**config.mk**
```make
export PLATFORM = sky130hd
export DESIGN_NAME = ram_b_master
export DESIGN_NICKNAME = d
export VERILOG_FILES = /design/src/rtl/ram_b_pkg.sv /design/src/rtl/ram_b_rd_pipe.sv /design/src/rtl/ram_b_master.sv
export SDC_FILE = /design/constraint.sdc
export NUM_CORES = 1
export LEC_CHECK = 0
export ABC_AREA = 1
export CAP_MARGIN = 10
export CORE_ASPECT_RATIO = 2
export CORE_MARGIN = 2
export CORE_UTILIZATION = 43
export DETAILED_ROUTE_END_ITERATION = 10
export PLACE_DENSITY = 0.85
export SETUP_SLACK_MARGIN = 0.15
export SKIP_LAST_GASP = 1
export SLEW_MARGIN = 40
export SYNTH_ARGS = -nofsm -noshare
export SYNTH_HDL_FRONTEND = slang
export SYNTH_SLANG_ARGS = --single-unit
```
**constraint.sdc**
```tcl
create_clock -name clka -period 2 [get_ports clka]
set_input_delay 0.4 -clock clka [delete_from_list [all_inputs] [get_ports clka]]
set_output_delay 0.4 -clock clka [all_outputs]
set_load 0.005 [all_outputs]
```
**src/rtl/ram_b_pkg.sv**
```systemverilog
// Shared constants and types for the RAM_B initiator.
package ram_b_pkg;

    localparam int unsigned DEF_ADDR_W = 6;
    localparam int unsigned DEF_DATA_W = 32;
    localparam int unsigned DEF_LEN_W  = 6;
    localparam int unsigned DEF_RD_LAT = 1;

    typedef enum logic [1:0] {
        IDLE  = 2'd0,
        WR    = 2'd1,
        RD    = 2'd2,
        DRAIN = 2'd3
    } state_e;

    // Tag that follows each issued read address through the RAM latency
    typedef struct packed {
        logic valid;
        logic last;
    } rd_tag_t;

endpackage

```
**src/rtl/ram_b_rd_pipe.sv**
```systemverilog
// Read-tag delay line: aligns issued-read tags with douta from the RAM.
module ram_b_rd_pipe
    import ram_b_pkg::*;
#(
    parameter int unsigned DEPTH = DEF_RD_LAT
) (
    input  logic    clka,
    input  logic    rsta,
    input  rd_tag_t tag_in,
    output rd_tag_t tag_out
);

    rd_tag_t stage [DEPTH];

    always_ff @(posedge clka) begin
        if (rsta) begin
            for (int i = 0; i < int'(DEPTH); i++) begin
                stage[i] <= '0;
            end
        end else begin
            stage[0] <= tag_in;
            for (int i = 1; i < int'(DEPTH); i++) begin
                stage[i] <= stage[i-1];
            end
        end
    end

    assign tag_out = stage[DEPTH-1];

endmodule

```
**src/rtl/ram_b_master.sv**
```systemverilog
// Initiator for a single-port RAM_B: sequences burst reads/writes word by word
// and returns read data aligned to the configured RAM read latency.
module ram_b_master
    import ram_b_pkg::*;
#(
    parameter int unsigned ADDR_W = DEF_ADDR_W,
    parameter int unsigned DATA_W = DEF_DATA_W,
    parameter int unsigned RD_LAT = DEF_RD_LAT,
    parameter int unsigned LEN_W  = DEF_LEN_W
) (
    input  logic              clka,
    input  logic              rsta,
    input  logic              req_valid,
    output logic              req_ready,
    input  logic              req_we,
    input  logic [ADDR_W-1:0] req_addr,
    input  logic [LEN_W-1:0]  req_len,
    input  logic              wr_valid,
    output logic              wr_ready,
    input  logic [DATA_W-1:0] wr_data,
    output logic              rd_valid,
    output logic [DATA_W-1:0] rd_data,
    output logic              rd_last,
    output logic              done,
    output logic              wea,
    output logic [ADDR_W-1:0] addra,
    output logic [DATA_W-1:0] dina,
    input  logic [DATA_W-1:0] douta
);

    state_e            state;
    logic [ADDR_W-1:0] cur_addr;
    logic [LEN_W-1:0]  remaining;
    rd_tag_t           iss_tag;
    rd_tag_t           pipe_tag;

    // iss_tag is registered alongside addra, so the pipe only covers RAM latency
    ram_b_rd_pipe #(
        .DEPTH (RD_LAT)
    ) u_rd_pipe (
        .clka    (clka),
        .rsta    (rsta),
        .tag_in  (iss_tag),
        .tag_out (pipe_tag)
    );

    always_ff @(posedge clka) begin
        if (rsta) begin
            state     <= IDLE;
            req_ready <= 1'b1;
            wr_ready  <= 1'b0;
            rd_valid  <= 1'b0;
            rd_last   <= 1'b0;
            rd_data   <= '0;
            done      <= 1'b0;
            wea       <= 1'b0;
            addra     <= '0;
            dina      <= '0;
            cur_addr  <= '0;
            remaining <= '0;
            iss_tag   <= '0;
        end else begin
            wea      <= 1'b0;
            done     <= 1'b0;
            rd_valid <= 1'b0;
            rd_last  <= 1'b0;
            iss_tag  <= '0;

            if (pipe_tag.valid) begin
                rd_valid <= 1'b1;
                rd_last  <= pipe_tag.last;
                rd_data  <= douta;
            end

            case (state)
                IDLE: begin
                    if (req_valid && req_ready) begin
                        cur_addr  <= req_addr;
                        remaining <= req_len;
                        req_ready <= 1'b0;
                        if (req_we) begin
                            state    <= WR;
                            wr_ready <= 1'b1;
                        end else begin
                            state <= RD;
                        end
                    end
                end
                WR: begin
                    if (wr_valid) begin
                        wea      <= 1'b1;
                        addra    <= cur_addr;
                        dina     <= wr_data;
                        cur_addr <= cur_addr + ADDR_W'(1);
                        if (remaining == '0) begin
                            done      <= 1'b1;
                            state     <= IDLE;
                            wr_ready  <= 1'b0;
                            req_ready <= 1'b1;
                        end else begin
                            remaining <= remaining - LEN_W'(1);
                        end
                    end
                end
                RD: begin
                    addra    <= cur_addr;
                    iss_tag  <= '{valid: 1'b1, last: (remaining == '0)};
                    cur_addr <= cur_addr + ADDR_W'(1);
                    if (remaining == '0) begin
                        state <= DRAIN;
                    end else begin
                        remaining <= remaining - LEN_W'(1);
                    end
                end
                DRAIN: begin
                    // Burst completes when the final tag leaves the pipe
                    if (pipe_tag.valid && pipe_tag.last) begin
                        done      <= 1'b1;
                        state     <= IDLE;
                        req_ready <= 1'b1;
                    end
                end
                default: state <= IDLE;
            endcase
        end
    end

endmodule

```
# --- Word-level counts from Yosys, hierarchy flattened ---
# Memory sizes are Yosys's and may differ from the RTL's.
# Index checks and enable logic that the tools add are counted.
totals:
  ff_bits: 92
  latchBits: 0
  mem_bits_rw: 2
  mem_bits_ro: 0
  in_bits: 81
  out_inout_bits: 76
  n_memories: 1
classes:
  n_addsub: 2
  mul: 0
  n_div: 0
  magnitude_cmp: 0
  eq_ne: 9
  shift: 0
  mux: 38
  bitwise: 3
  n_reduce_logical: 18
mem_list:
  columns: ["name", "words", "word_bits", "read_ports", "rd_clocked_by_memory_dff", "write_ports", "line_no", "rtl"]
  rows:
  - ["u_rd_pipe.stage", 1, 2, 1, 0, 1, "ram_b_rd_pipe.sv:13", "rd_tag_t stage [DEPTH];"]
ops:
  columns: ["op", "n"]
  rows:
  - ["6-bit two-way mux", 6]
  - ["6-bit one-hot mux with 3 select lines", 2]
  - ["1-bit two-way mux", 17]
  - ["2-bit two-way mux", 8]
  - ["5-bit AND reduction", 3]
  - ["2-bit != test, second input constant", 6]
  - ["6-bit one-hot mux with 2 select lines", 1]
  - ["2-bit one-hot mux with 4 select lines", 1]
  - ["2-bit OR reduction", 4]
  - ["6-bit by 1-bit adder with 6-bit output, second input constant", 1]
  - ["6-bit logical NOT", 1]
  - ["3-bit nonzero test", 2]
  - ["6-bit by 1-bit subtractor with 6-bit output, second input constant", 1]
  - ["2-bit equality test, second input constant", 2]
  - ["1-bit one-hot mux with 2 select lines", 2]
  - ["2-bit AND reduction", 2]
  - ["2-bit nonzero test", 2]
  - ["1-bit inverter", 3]
  - ["1-bit one-hot mux with 3 select lines", 1]
  - ["3-bit AND reduction", 1]
  - ["2-bit by 1-bit equality test with 1-bit output, second input constant", 1]
  - ["1-bit logical AND", 2]
  - ["2-bit logical NOT", 1]

# --- Depth between registers and ports, before layout ---
depth:
  ltp_word: 4
  depth_mapped: 9
  mapped_depth_nobuf: 9

# --- By module ---
# A second synthesis with hierarchy kept.
hier_totals:
  cells_unflattened: 504
  hier_area_um2: 3753.6
by_module_without_submodules:
  columns: ["module", "instances", "cells_each", "area_per_inst_um2"]
  rows:
  - ["ram_b_master", 1, 498, 3698.5]
  - ["ram_b_rd_pipe", 1, 6, 55.1]

# --- Worst setup path after synthesis ---
# OpenSTA, ideal clock, no wires.
synth_path:
  path_kind: "reg-to-reg"
  start: "register state[0]"
  end: "register cur_addr[3]"
  setup_time_ps: 116
  t_arrival_ps: 1380
  t_required_ps: 1884
  path_slack_ps: 504
  path_stages_with_launch: 7
  synth_period_minus_slack_ps: 1496
  cell_sequence: "dfxtp_1 > inv_1 > ha_1 > clkbuf_8 > or2_2 > a21oi_1 > nor2_1"
synth_between:
  elab_chain_len: 3
synth_lines:
  columns: ["item", "line_no", "rtl"]
  rows:
  - ["start, declared", "ram_b_master.sv:31", "state_e state;"]
  - ["start signal, assigned", "ram_b_master.sv:49", "state <= IDLE;"]
  - ["start signal, assigned", "ram_b_master.sv:82", "state <= WR;"]
  - ["start signal, assigned", "ram_b_master.sv:85", "state <= RD;"]
  - ["2-bit by 1-bit equality test with 1-bit output (tied with other cells)", "ram_b_master.sv:75", "case (state)"]
  - ["2-bit != test (no line) or 3-bit nonzero test (tied branches)", null, null]
  - ["3-bit AND reduction (no line)", null, null]
  - ["end signal, assigned", "ram_b_master.sv:78", "cur_addr <= req_addr;"]
  - ["end signal, assigned", "ram_b_master.sv:94", "cur_addr <= cur_addr + ADDR_W'(1);"]
  - ["end signal, assigned", "ram_b_master.sv:108", "cur_addr <= cur_addr + ADDR_W'(1);"]
  - ["end, declared", "ram_b_master.sv:32", "logic [ADDR_W-1:0] cur_addr;"]
# Several ways; a longest one is shown, not always the timed one.
# A chain may end at the register's enable or synchronous reset.

# --- Worst setup path in the final report ---
# Ends and elaborated chain as after synthesis.

==> impl_metrics.json <==
{
  "clock_latency_ns": 0.34,
  "max_slew.worst_pin.slew_ns": 0.556,
  "crit_buf_inv": 2,
  "num_antenna_cells": 0,
  "hold_class": "reg -> reg",
  "syn_inst": 503,
  "critical_path_required_ns": 2.23,
  "highest_layer": "met4",
  "critPathSlowestCell": "dfxtp_1",
  "core-area_um2": 8590,
  "cts.path.max_buffers": 2,
  "first_pass_iters": 4,
  "worstSetupEndpointType": "register",
  "hold_ws_ns": 0.420,
  "synth.top_cell.area_share_pct": 49.6,
  "slew_violations": 0,
  "swShare_pct": 37.6,
  "grt_start_max_net_pins": 40,
  "io_pins": 157,
  "yosys_warnings": 0,
  "cp_top_family": "flip-flops",
  "gr-usage-all-layers_pct": 22.0,
  "postCtsHoldBufs": 0,
  "fin_crit_sh_pct": 85.7,
  "synth_area_leaders": "dfxtp_1, nor2_1, o21ai_0",
  "p_int_mw": 4.68,
  "p_leak_nw": 2.36,
  "ys_seq_area_share_pct": 49.6,
  "p_comb_share_pct": 43.0,
  "cap_violations": 0,
  "grt_pass1_vias": 3794,
  "die_area_um2": 9640,
  "post_cts_buffers": 0,
  "r2r_setup_slack_ns": 0.29,
  "cp.arrival_ns": 1.94,
  "reg2reg_from": "state[0]",
  "initial_core_util_pct": 44.2,
  "wl_met3_um": 553,
  "die_w_um": 70.5,
  "clk_pin_slew_ns": 0.07,
  "antenna_found_initial": 0,
  "wl_met1_mm": 3.97,
  "ys_ff_latch": 94,
  "h-tree-depth": 3,
  "drtIter0Drc": 183,
  "clock_skew_ns": 0.0130,
  "fin_util_pct": 67.1,
  "cp_slowest_stage_delay_ns": 0.40,
  "rsz0062_at_grt": "false",
  "drt-vias-per-instance": 5.03,
  "syn_area_um2": 3800,
  "syn_area_per_cell_um2": 7.55,
  "drcViolationCount": 0,
  "pwr-share-seq_pct": 34.5,
  "synth_top_area_cell": "dfxtp_1",
  "cts_made_buffers": 9,
  "fmax_mhz": 583,
  "syn-num-nets": 593,
  "crit_fanout": 19,
  "cp-startpoint": "state[0]",
  "layout-drive-gt1-share_pct": 7.59,
  "cts_root_buf": "clkbuf_16",
  "synth_cell_types": 31,
  "status": "finished, final reports clean",
  "crit_chain": "inv_1 -> ha_1 -> buf_6 -> or2_2 -> a21oi_1 -> nor2_1",
  "die_h_um": 137,
  "dp_hpwl_mm": 8.11,
  "syn_to_final_growth_pct": 51.7,
  "power_frac_clock_pct": 22.5,
  "num-nets-final": 744,
  "vias": 3821,
  "row_count": 48,
  "setup_tns_ns": 0,
  "slew_headroom_pct": 62.9,
  "setup_viol": 0,
  "cts_sinks": 94,
  "place_congestion": 0.844,
  "p_per_area_nw_per_um2": 1300,
  "critPathLaunchType": "register",
  "crit_type": "reg -> reg",
  "grt_pass1_wl_mm": 17.0,
  "p_sw_mw": 2.82,
  "grt-ovfl-total": 0,
  "vdd_drop_max_mv": 0.773,
  "finalHoldViolCount": 0,
  "wl_met2_mm": 6.03,
  "fin_total_pwr_mw": 7.51,
  "fin_crit_ns": 1.71,
  "io_buffers": 156,
  "wl_per_cell_um": 14.3,
  "cts_resized": 0,
  "wl_mm": 10.9,
  "drtAntennaViolNets": 0,
  "cts_tree": "done",
  "worstHoldStart": "iss_tag[1]"
}
Yosys cell counts (all sizes together):
cell type / instances
a31oi: 1
clkinv: 1
nor3: 2
inv: 27
ha: 9
or2: 4
clkbuf: 15
buf: 9
nand4: 4
nor2: 170
dfxtp: 94
o21a: 2
o21ai: 83
nand3: 16
nand3b: 1
xor2: 1
a21oi: 16
nand2: 48
worst paths after layout:
path | endpoint | depth (start not counted)
max | cur_addr[3] | 6
min | u_rd_pipe.stage[0][1] | 2
max reg2reg | cur_addr[3] | 6
min reg2reg | u_rd_pipe.stage[0][1] | 2
through the flow:
step	instance area [um2]	cells	worst slack, ns
after floorplan	3800	503	0.504
after global placement	5450	743	0.271
after detailed placement	5450	743	0.229
after CTS	5750	759	0.212
after global routing	5760	759	0.172
final	5760	759	0.285
placed cells by master, fill, tap and decap left out, types with 4 or more instances in the layout:
| cell type | count |
|---|---|
| a21oi_1 | 15 |
| buf_4 | 5 |
| clkbuf_16 | 9 |
| clkdlybuf4s50_1 | 156 |
| dfxtp_1 | 94 |
| ha_1 | 9 |
| inv_1 | 22 |
| inv_2 | 4 |
| nand2_1 | 42 |
| nand2_2 | 5 |
| nand3_1 | 14 |
| nor2_1 | 166 |
| o21ai_0 | 80 |
| or2_2 | 4 |
kinds of logic after synthesis:
kind of cell / share of synthesized area (%)
adders and majority gates: 2.97
buffers and inverters: 5.87
xor gates and xnor gates: 0.231
DFF: 49.6
and+or+nand+nor: 27.5
AOI/OAI and AO/OA: 13.9
power groups by stage:
stage / Clock (mW) / Sequential, mW / Combinational [mW]
floorplan: 0 / 2.59 / 2.02
global placement: 0 / 2.60 / 3.01
detailed placement: 0 / 2.63 / 3.15
CTS: 1.74 / 2.59 / 3.18
global route: 1.80 / 2.64 / 3.61
finish: 1.69 / 2.59 / 3.23
layout make-up:
| cell class | count | area, um2 |
|---|---|---|
| Fill cell | 718 | 2830 |
| Timing Repair Buffer | 164 | 1650 |
| Inverter | 28 | 111 |
| Clock buffer | 9 | 225 |
| Sequential cell | 94 | 1880 |
| Multi-Input combinational cell | 357 | 1700 |
| Tap cell | 100 | 125 |
| Clock inverter | 7 | 72.6 |
state kept, by name, summed over array words and instances (netlist names), 2 cells and up:
name and count:
u_rd_pipe.stage 2, rd_data 32, state 2, dina 32
iss_tag 2, addra 6, cur_addr 6, remaining 6
tightest hold or removal path, cell delays in order, from the launching register on:
cell	delay, ns
dfxtp_1	0.30
inv_1	0.04
nor2_1	0.03
metal layers:
metal,global-route usage [%],vias to the layer above
li1,-,1907
met1,22.3,1767
met2,39.9,123
met3,5.52,24
met4,13.1,0
met5,0,-
No activity file was read; power rests on OpenSTA's default activity.
